<file path="src/rtl/ttt_game_ctrl.sv">
// Tic-tac-toe turn sequencer: accepts moves over valid/ready, owns the board, declares win/draw.
// Optional turn timer enabled by defining MOVE_TIMEOUT_EN.
module ttt_game_ctrl #(
    parameter int TIMEOUT_CYCLES = 1000
) (
    input  logic        clk,
    input  logic        rst,
    input  logic        start,
    input  logic        move_valid,
    input  logic [3:0]  move_cell,
    output logic        move_ready,
    output logic [17:0] board,
    output logic        turn_o,
    output logic        illegal,
    output logic        win_o,
    output logic        win_x,
    output logic        draw,
    output logic        busy,
    output logic        timeout
);

    typedef enum logic [1:0] {
        S_IDLE,
        S_WAIT_MOVE,
        S_CHECK,
        S_GAME_OVER
    } state_t;

    state_t      state_q, state_d;
    logic [17:0] board_q, board_d;
    logic        turn_q, turn_d;
    logic [3:0]  move_count_q, move_count_d;
    logic        illegal_q, illegal_d;
    logic        win_o_q, win_o_d;
    logic        win_x_q, win_x_d;
    logic        draw_q, draw_d;
    logic        move_ready_q, move_ready_d;
    logic        busy_q, busy_d;

    logic [8:0]  o_cells;
    logic [8:0]  x_cells;
    logic [8:0]  cell_sel;
    logic [15:0] occupied;
    logic [17:0] mark_vec;
    logic [1:0]  mark;
    logic        handshake;
    logic        move_legal;
    logic        mover_wins;
    logic        timer_expire;

    // Per-cell views of the board: O is the high bit of a cell, X the low bit.
    genvar gi;
    generate
        for (gi = 0; gi < 9; gi++) begin : g_cells
            assign o_cells[gi]            = board_q[17-2*gi];
            assign x_cells[gi]            = board_q[16-2*gi];
            assign cell_sel[gi]           = (move_cell == 4'(gi));
            assign mark_vec[17-2*gi -: 2] = cell_sel[gi] ? mark : 2'b00;
        end
    endgenerate

    function automatic logic has_line(input logic [8:0] c);
        has_line = (c[0] & c[1] & c[2]) | (c[3] & c[4] & c[5]) | (c[6] & c[7] & c[8]) |
                   (c[0] & c[3] & c[6]) | (c[1] & c[4] & c[7]) | (c[2] & c[5] & c[8]) |
                   (c[0] & c[4] & c[8]) | (c[2] & c[4] & c[6]);
    endfunction

    // Cells 9..15 read as occupied-free zeros; the range check rejects them anyway.
    assign occupied   = {7'b0, o_cells | x_cells};
    assign mark       = turn_q ? 2'b10 : 2'b01;
    assign handshake  = (state_q == S_WAIT_MOVE) && move_valid;
    assign move_legal = (move_cell <= 4'd8) && !occupied[move_cell];
    assign mover_wins = turn_q ? has_line(o_cells) : has_line(x_cells);

    always_comb begin
        state_d      = state_q;
        board_d      = board_q;
        turn_d       = turn_q;
        move_count_d = move_count_q;
        illegal_d    = 1'b0;
        win_o_d      = win_o_q;
        win_x_d      = win_x_q;
        draw_d       = draw_q;

        if (start) begin
            state_d      = S_WAIT_MOVE;
            board_d      = '0;
            turn_d       = 1'b1;
            move_count_d = '0;
            win_o_d      = 1'b0;
            win_x_d      = 1'b0;
            draw_d       = 1'b0;
        end else begin
            case (state_q)
                S_IDLE: begin
                    board_d      = '0;
                    turn_d       = 1'b1;
                    move_count_d = '0;
                end
                S_WAIT_MOVE: begin
                    if (handshake) begin
                        if (move_legal) begin
                            board_d = board_q | mark_vec;
                            if (move_count_q < 4'd9) begin
                                move_count_d = move_count_q + 4'd1;
                            end
                            state_d = S_CHECK;
                        end else begin
                            illegal_d = 1'b1;
                        end
                    end else if (timer_expire) begin
                        turn_d = ~turn_q;
                    end
                end
                S_CHECK: begin
                    if (mover_wins) begin
                        win_o_d = turn_q;
                        win_x_d = ~turn_q;
                        state_d = S_GAME_OVER;
                    end else if (move_count_q == 4'd9) begin
                        draw_d  = 1'b1;
                        state_d = S_GAME_OVER;
                    end else begin
                        turn_d  = ~turn_q;
                        state_d = S_WAIT_MOVE;
                    end
                end
                S_GAME_OVER: begin
                    state_d = S_GAME_OVER;
                end
                default: begin
                    state_d = S_IDLE;
                end
            endcase
        end

        // Status outputs are registered from the next state so they line up with it.
        move_ready_d = (state_d == S_WAIT_MOVE);
        busy_d       = (state_d == S_WAIT_MOVE) || (state_d == S_CHECK);
    end

    always_ff @(posedge clk) begin
        if (rst) begin
            state_q      <= S_IDLE;
            board_q      <= '0;
            turn_q       <= 1'b1;
            move_count_q <= '0;
            illegal_q    <= 1'b0;
            win_o_q      <= 1'b0;
            win_x_q      <= 1'b0;
            draw_q       <= 1'b0;
            move_ready_q <= 1'b0;
            busy_q       <= 1'b0;
        end else begin
            state_q      <= state_d;
            board_q      <= board_d;
            turn_q       <= turn_d;
            move_count_q <= move_count_d;
            illegal_q    <= illegal_d;
            win_o_q      <= win_o_d;
            win_x_q      <= win_x_d;
            draw_q       <= draw_d;
            move_ready_q <= move_ready_d;
            busy_q       <= busy_d;
        end
    end

`ifdef MOVE_TIMEOUT_EN
    localparam int TIMER_W = (TIMEOUT_CYCLES > 1) ? $clog2(TIMEOUT_CYCLES) : 1;

    logic [TIMER_W-1:0] timer_q, timer_d;
    logic               timeout_q, timeout_d;

    assign timer_expire = (state_q == S_WAIT_MOVE) &&
                          (timer_q == TIMER_W'(TIMEOUT_CYCLES - 1));

    // Any handshake or arrival in WAIT_MOVE restarts the turn; a handshake beats expiry.
    always_comb begin
        timer_d   = timer_q + 1'b1;
        timeout_d = 1'b0;
        if (start || (state_q != S_WAIT_MOVE) || handshake) begin
            timer_d = '0;
        end else if (timer_expire) begin
            timer_d   = '0;
            timeout_d = 1'b1;
        end
    end

    always_ff @(posedge clk) begin
        if (rst) begin
            timer_q   <= '0;
            timeout_q <= 1'b0;
        end else begin
            timer_q   <= timer_d;
            timeout_q <= timeout_d;
        end
    end

    assign timeout = timeout_q;
`else
    assign timer_expire = 1'b0;
    assign timeout      = 1'b0;
`endif

    assign move_ready = move_ready_q;
    assign board      = board_q;
    assign turn_o     = turn_q;
    assign illegal    = illegal_q;
    assign win_o      = win_o_q;
    assign win_x      = win_x_q;
    assign draw       = draw_q;
    assign busy       = busy_q;

endmodule

</file>
<file path="config.mk">
export PLATFORM = sky130hd
export DESIGN_NAME = ttt_game_ctrl
export DESIGN_NICKNAME = d
export VERILOG_FILES = /design/src/rtl/ttt_game_ctrl.sv
export SDC_FILE = /design/constraint.sdc
export NUM_CORES = 1
export LEC_CHECK = 0
export ABC_AREA = 1
export BUFFER_PORTS_ARGS = -buffer_cell sky130_fd_sc_hd__buf_2
export CAP_MARGIN = 20
export CORE_ASPECT_RATIO = 1.2
export CORE_MARGIN = 2
export CORE_UTILIZATION = 60
export CTS_BUF_LIST = sky130_fd_sc_hd__clkbuf_4 sky130_fd_sc_hd__clkbuf_8
export DETAILED_ROUTE_END_ITERATION = 7
export PLACE_DENSITY = 0.86
export RECOVER_POWER = 100
export SYNTH_ARGS = -nofsm -noshare
export SYNTH_HDL_FRONTEND = slang
export SYNTH_SLANG_ARGS = --single-unit
</file>
<file path="constraint.sdc">
create_clock -name clk -period 2.76 [get_ports clk]
set_input_delay 0.276 -clock clk [delete_from_list [all_inputs] [get_ports clk]]
set_output_delay 0.276 -clock clk [all_outputs]
set_load 0.01 [all_outputs]
</file>
# --- After elaboration in Yosys (flattened, before gate mapping) ---
# Index checks and enable logic that the tools add are counted.
op_classes:
  addsub: 1
  magnitude_cmp: 3
  eq_ne: 19
  mux: 30
  n_bitwise: 52
  reduce_logical: 15
ops:
  columns: ["op", "count"]
  rows:
  - ["18-bit two-way mux", 2]
  - ["18-bit one-hot mux with 2 select lines", 1]
  - ["1-bit AND", 32]
  - ["2-bit two-way mux", 15]
  - ["18-bit OR", 1]
  - ["4-bit by 3-bit == test with 1-bit output (second input constant)", 4]
  - ["1-bit OR", 14]
  - ["4-bit two-way mux", 3]
  - ["9-bit OR", 1]
  - ["3-bit AND reduction", 3]
  - ["4-bit by 2-bit == test with 1-bit output (second input constant)", 2]
  - ["4-bit == test (second input constant)", 2]
  - ["2-bit != test (second input constant)", 4]
  - ["4-bit one-hot mux with 2 select lines", 1]
  - ["2-bit == test (second input constant)", 3]
  - ["2-bit one-hot mux with 3 select lines", 1]
  - ["4-bit by 5-bit less-than comparator with 1-bit output (second input constant)", 1]
  - ["1-bit two-way mux", 5]
  - ["4-bit by 1-bit adder with 4-bit output (second input constant)", 1]
  - ["1-bit binary-select mux with 4-bit select", 1]
  - ["2-bit by 1-bit == test with 1-bit output (second input constant)", 2]
  - ["4-bit by 1-bit == test with 1-bit output (second input constant)", 1]
  - ["4-bit <= comparator (second input constant)", 1]
  - ["4-bit zero test", 1]
  - ["13 further kinds", 18]
totals:
  ff_bits: 31
  in_bits: 8
  output_inout_bits: 26
  wordCells: 130

# --- Depth between registers and ports, before layout ---
depth:
  ltp_word: 15
  mapped_depth: 14

# --- Least setup slack after synthesis ---
# Ideal clock, no wire load.
synth_path:
  path_type: "register to register"
  start: "register board_q[16] (netlist: board[16])"
  end: "register busy_q (netlist: busy)"
  setup_time_ns: 0.064
  t_arrival_ns: 1.493
  required_time_ns: 2.696
  slack_ns: 1.204
  stages_incl_launch_ff: 14
  n_path_buf: 0
  synth_period_minus_slack_ns: 1.556
  cell_sequence: "dfxtp_1 -> inv_1 -> o21ai_0 -> nand2_1 -> nand2_1 -> inv_1 -> nand4_1 -> nand2_1 -> nand2_1 -> nand2_1 -> nand2_1 -> nand2_1 -> ha_1 -> nor2_1"
synth_between:
  elab_chain_cells: 15
  elab_cells_between_ends: 27
  classes_between: "2 x eq/ne; 8 x mux; 14 x bitwise; 3 x reduce/logical"
synth_rtl:
  columns: ["element", "line", "source"]
  rows:
  - ["start, declared", "30", "logic [17:0] board_q, board_d;"]
  - ["start signal, assigned", "156", "board_q <= board_d;"]
  - ["1-bit AND (2 in series)", "63", "has_line = (c[0] & c[1] & c[2]) | (c[3] & c[4] & c[5]) | (c[6] & c[7] & c[8]) |"]
  - ["1-bit OR (3 in series)", "63", null]
  - ["1-bit OR (3 in series)", "64", "(c[0] & c[3] & c[6]) | (c[1] & c[4] & c[7]) | (c[2] & c[5] & c[8]) |"]
  - ["1-bit OR", "65", "(c[0] & c[4] & c[8]) | (c[2] & c[4] & c[6]);"]
  - ["1-bit two-way mux", "73", "assign mover_wins = turn_q ? has_line(o_cells) : has_line(x_cells);"]
  - ["2-bit two-way mux", "116", "if (mover_wins) begin"]
  - ["2-bit one-hot mux with 3 select lines *", "94", "case (state_q)"]
  - ["2-bit two-way mux *", "85", "if (start) begin"]
  - ["2-bit by 1-bit == test with 1-bit output / 2-bit == test (equally long branches)", "139", "busy_d = (state_d == S_WAIT_MOVE) || (state_d == S_CHECK);"]
  - ["1-bit logical OR *", "139", null]
  - ["end signal, assigned", "164", "busy_q <= busy_d;"]
  - ["end, declared", "38", "logic busy_q, busy_d;"]
# Mark *: on every way between the ends. The rest lies on a longest branch, timed or not. The select of a mux whose other input is x is not followed.
# A chain may end at the register's enable or synchronous reset.

# --- Worst setup path in the final report ---
layout_path:
  start: "register board_q[0] (netlist: board[0])"
  end: "register busy_q (netlist: busy)"
layout_between:
  elab_chain_cells: 13
  elab_cells_between_ends: 23
  classes_between: "2 x eq/ne; 8 x mux; 10 x bitwise; 3 x reduce/logical"
layout_rtl:
  columns: ["element", "line", "source"]
  rows:
  - ["1-bit AND", "63", null]
  - ["1-bit OR (2 in series)", "63", null]
  - ["1-bit OR (3 in series)", "64", null]
  - ["1-bit OR", "65", null]
  - ["1-bit two-way mux", "73", null]
  - ["2-bit two-way mux", "116", null]
  - ["2-bit one-hot mux with 3 select lines *", "94", null]
  - ["2-bit two-way mux *", "85", null]
  - ["named net state_d[0]", "29", "state_t state_q, state_d;"]
  - ["2-bit by 1-bit == test with 1-bit output / 2-bit == test (equally long branches)", "139", null]
  - ["1-bit logical OR *", "139", null]
# The timed path passes the listed nets; every way through them passes the cells marked *. The select of a mux whose other input is x is not followed.

==> impl_metrics.env <==
export IMPL_place_inst=319
export IMPL_grt_pass1_wl_um=6510
export IMPL_die_width_um=53.6
export IMPL_p_per_area_mw_per_mm2=429
export IMPL_dieArea_mm2=0.00341
export IMPL_worstHoldPathCells=2
export IMPL_slowest_delay_ns=0.51
export IMPL_p_total_mw=0.815
export IMPL_ir_worst_vdd_v=0.000477
export IMPL_yosysWarnings=0
export IMPL_r2r_cells=8
export IMPL_antenna_found_initial=0
export IMPL_grt_use_total_pct=26.2
export IMPL_fin_skew_ns=0.00587
export IMPL_fp_dieH_um=63.5
export IMPL_syn_area_per_cell_um2=6.69
export IMPL_cts_max_level=2
export IMPL_drc_errors=0
export IMPL_ys_ff_latch=31
export IMPL_syn_num_nets=277
export IMPL_synth_top_family_by_area="simple AND/OR/NAND/NOR gates"
export IMPL_cpMaxStageDelayCell="nand2_1"
export IMPL_cts_num_sinks=31
export IMPL_clock_fmax_mhz=467
export IMPL_synth_xor_area_share_pct=0.494
export IMPL_crit_cells=8
export IMPL_cp_data_required_time_ns=3.04
export IMPL_synth_flop_cell="dfxtp_1"
export IMPL_hold_viol=0
export IMPL_ys_types=31
export IMPL_yosysSeqAreaShare_pct=35.0
export IMPL_routed_wirelength_um=4130
export IMPL_fin_nets=305
export IMPL_worstHoldPathType="input port to flop"
export IMPL_clk_latency_ns=0.33
export IMPL_grt_setup_unrepaired="false"
export IMPL_drt_first_pass_iters=4
export IMPL_cap_violations=0
export IMPL_synth_adder_area_share_pct=2.82
export IMPL_cp_startpoint="board[0]"
export IMPL_grt_max_degree=24
export IMPL_start_util_pct=63.1
export IMPL_relSlewSlack_pct=55.7
export IMPL_synth_area_mux_share_pct=0
export IMPL_final_core_util_pct=67.6
export IMPL_status="completed"
export IMPL_clk_pin_slew_ns=0.09
export IMPL_path_class="flop to flop"
export IMPL_critPathBufInv=1
export IMPL_worst_pin_slew_ns=0.663
export IMPL_ctsRootBufferMaster="clkbuf_4"
export IMPL_gp_congestion=0.840
export IMPL_cts_resized=0
export IMPL_finalCriticalPeriod_ns=2.14
export IMPL_setup_violations_final=0
export IMPL_n_fill_cell=278
export IMPL_tritoncts="built"
export IMPL_async_flop_share_pct=0
export IMPL_num_rows=21
export IMPL_design_area_mm2=0.00190
export IMPL_placed_area_mm2=0.00189
export IMPL_synthSimpleGateAreaFrac_pct=36.6
export IMPL_synth_compound_area_share_pct=11.5
export IMPL_path_cells="inv_1, nand3_1, o21ai_0, nand3_2, nand2_1, nand4_1, ha_1, nor2_1"
export IMPL_crit_arrival_ns=2.42
export IMPL_netlist_instances=265
export IMPL_min_delay_start="rst"
export IMPL_postCtsHoldBufs=0
export IMPL_clockBufferDepth=2
export IMPL_r2r_start="board[0]"
export IMPL_cellLeakagePower_nw=0.733
export IMPL_grt_pass1_vias=1527
export IMPL_ant_nets=0
export IMPL_syn_area_mm2=0.00177
export IMPL_place_hpwl_um=3110
export IMPL_pin_count=34
export IMPL_area_growth_pct=7.13
export IMPL_antennaDiodeCount=0
export IMPL_viasPerCell=5.36
export IMPL_coreArea_mm2=0.00281
export IMPL_startpoint_type="flop"
export IMPL_final_period_utilization_pct=77.5
export IMPL_grt_overflow=0
export IMPL_maxSlewViolCount=0
export IMPL_cts_inserted_buffers=5
export IMPL_synth_edf_count=0
export IMPL_vias=1757
export IMPL_drt_iter0_drc=49
export IMPL_fin_tns_setup_ns=0
export IMPL_cp_max_fo=23
export IMPL_wl_per_cell_um=12.6
export IMPL_io_buffers=32
export IMPL_cp_top_family="simple AND/OR/NAND/NOR gates"
export IMPL_post_cts_buffers=0
export IMPL_drive_gt1_share_pct=8.16
export IMPL_setup_worst_path_end_class="flop"
export IMPL_stdcell_count=328
==> registers in the layout, indices dropped and copies added (netlist names) <==
name	count
win_o	1
state_q	2
win_x	1
draw	1
move_count_q	4
busy	1
illegal	1
move_ready	1
turn_o	1
board	18
==> report_power, final <==
group / internal [mW] / switching (mW) / total (mW)
clock network: 0.119 / 0.150 / 0.268
registers: 0.454 / 0.00500 / 0.459
logic: 0.0271 / 0.0610 / 0.0881
total: 0.599 / 0.216 / 0.815
==> cells in the mapped netlist, types with 2 or more instances <==
cell type	number	area share, %
inv_1	36	7.6
o21ai_0	6	1.7
a21oi_1	26	7.3
buf_6	2	1.3
nand4_1	24	8.5
inv_2	3	0.64
dfxtp_1	31	35
nor2_1	50	11
nand2_1	51	11
nand3_2	2	1.1
clkbuf_1	4	0.85
ha_1	4	2.8
nand3_1	5	1.4
o22ai_1	2	0.71
buf_2	2	0.56
buf_8	2	1.7
==> layout by cell type, fill, tap and decap left out, drive strengths merged, types with 2 or more instances in the layout <==
| cell | instances |
|---|---|
| nand2 | 52 |
| nor2 | 52 |
| inv | 39 |
| clkbuf | 32 |
| dfxtp | 31 |
| a21oi | 27 |
| nand4 | 25 |
| buf | 8 |
| o21ai | 7 |
| nand3 | 7 |
| ha | 4 |
| o22ai | 2 |
==> kinds of logic (layout without fill, tap and decap cells) <==
| kind of cell | Yosys count | count (layout) |
|---|---|---|
| and+or+nand+nor | 140 | 140 |
| DFF | 31 | 31 |
| other | 1 | 1 |
| buffers and inverters | 51 | 80 |
| adders and majority gates | 4 | 4 |
| xor gates and xnor gates | 1 | 1 |
| AOI/OAI and AO/OA | 37 | 37 |
==> worst paths after layout <==
check | endpoint | slack, ns
max reg2reg | busy | 0.62
min reg2reg | win_o | 0.45
max | busy | 0.62
min | busy | 0.13
==> stage by stage <==
stage,worst slack (ns),hold WS (ns)
3_5_place_dp,0.546,0.434
6_report,0.621,0.129
3_3_place_gp,0.592,0.431
5_1_grt,0.416,0.132
4_1_cts,0.535,0.125
2_1_floorplan,1.20,0.343
==> metal layers <==
metal,part of all wire [%],up-vias,GRT usage (%)
met5,0,-,0
met2,50,51,46.0
met1,42,791,29.4
met3,5.6,11,6.64
li1,-,904,-
met4,2.6,0,9.29
==> area by class of cell <==
class	count	area, um2	share of cell area (%)
clock inverter	1	5.00	0.264
tap	34	42.5	2.24
sequential	31	621	32.7
inverter	39	146	7.71
timing repair buffer	33	140	7.38
clock buffer	7	52.6	2.77
multi-input combinational	183	892	47.0
(Power assumes the default switching activity.)
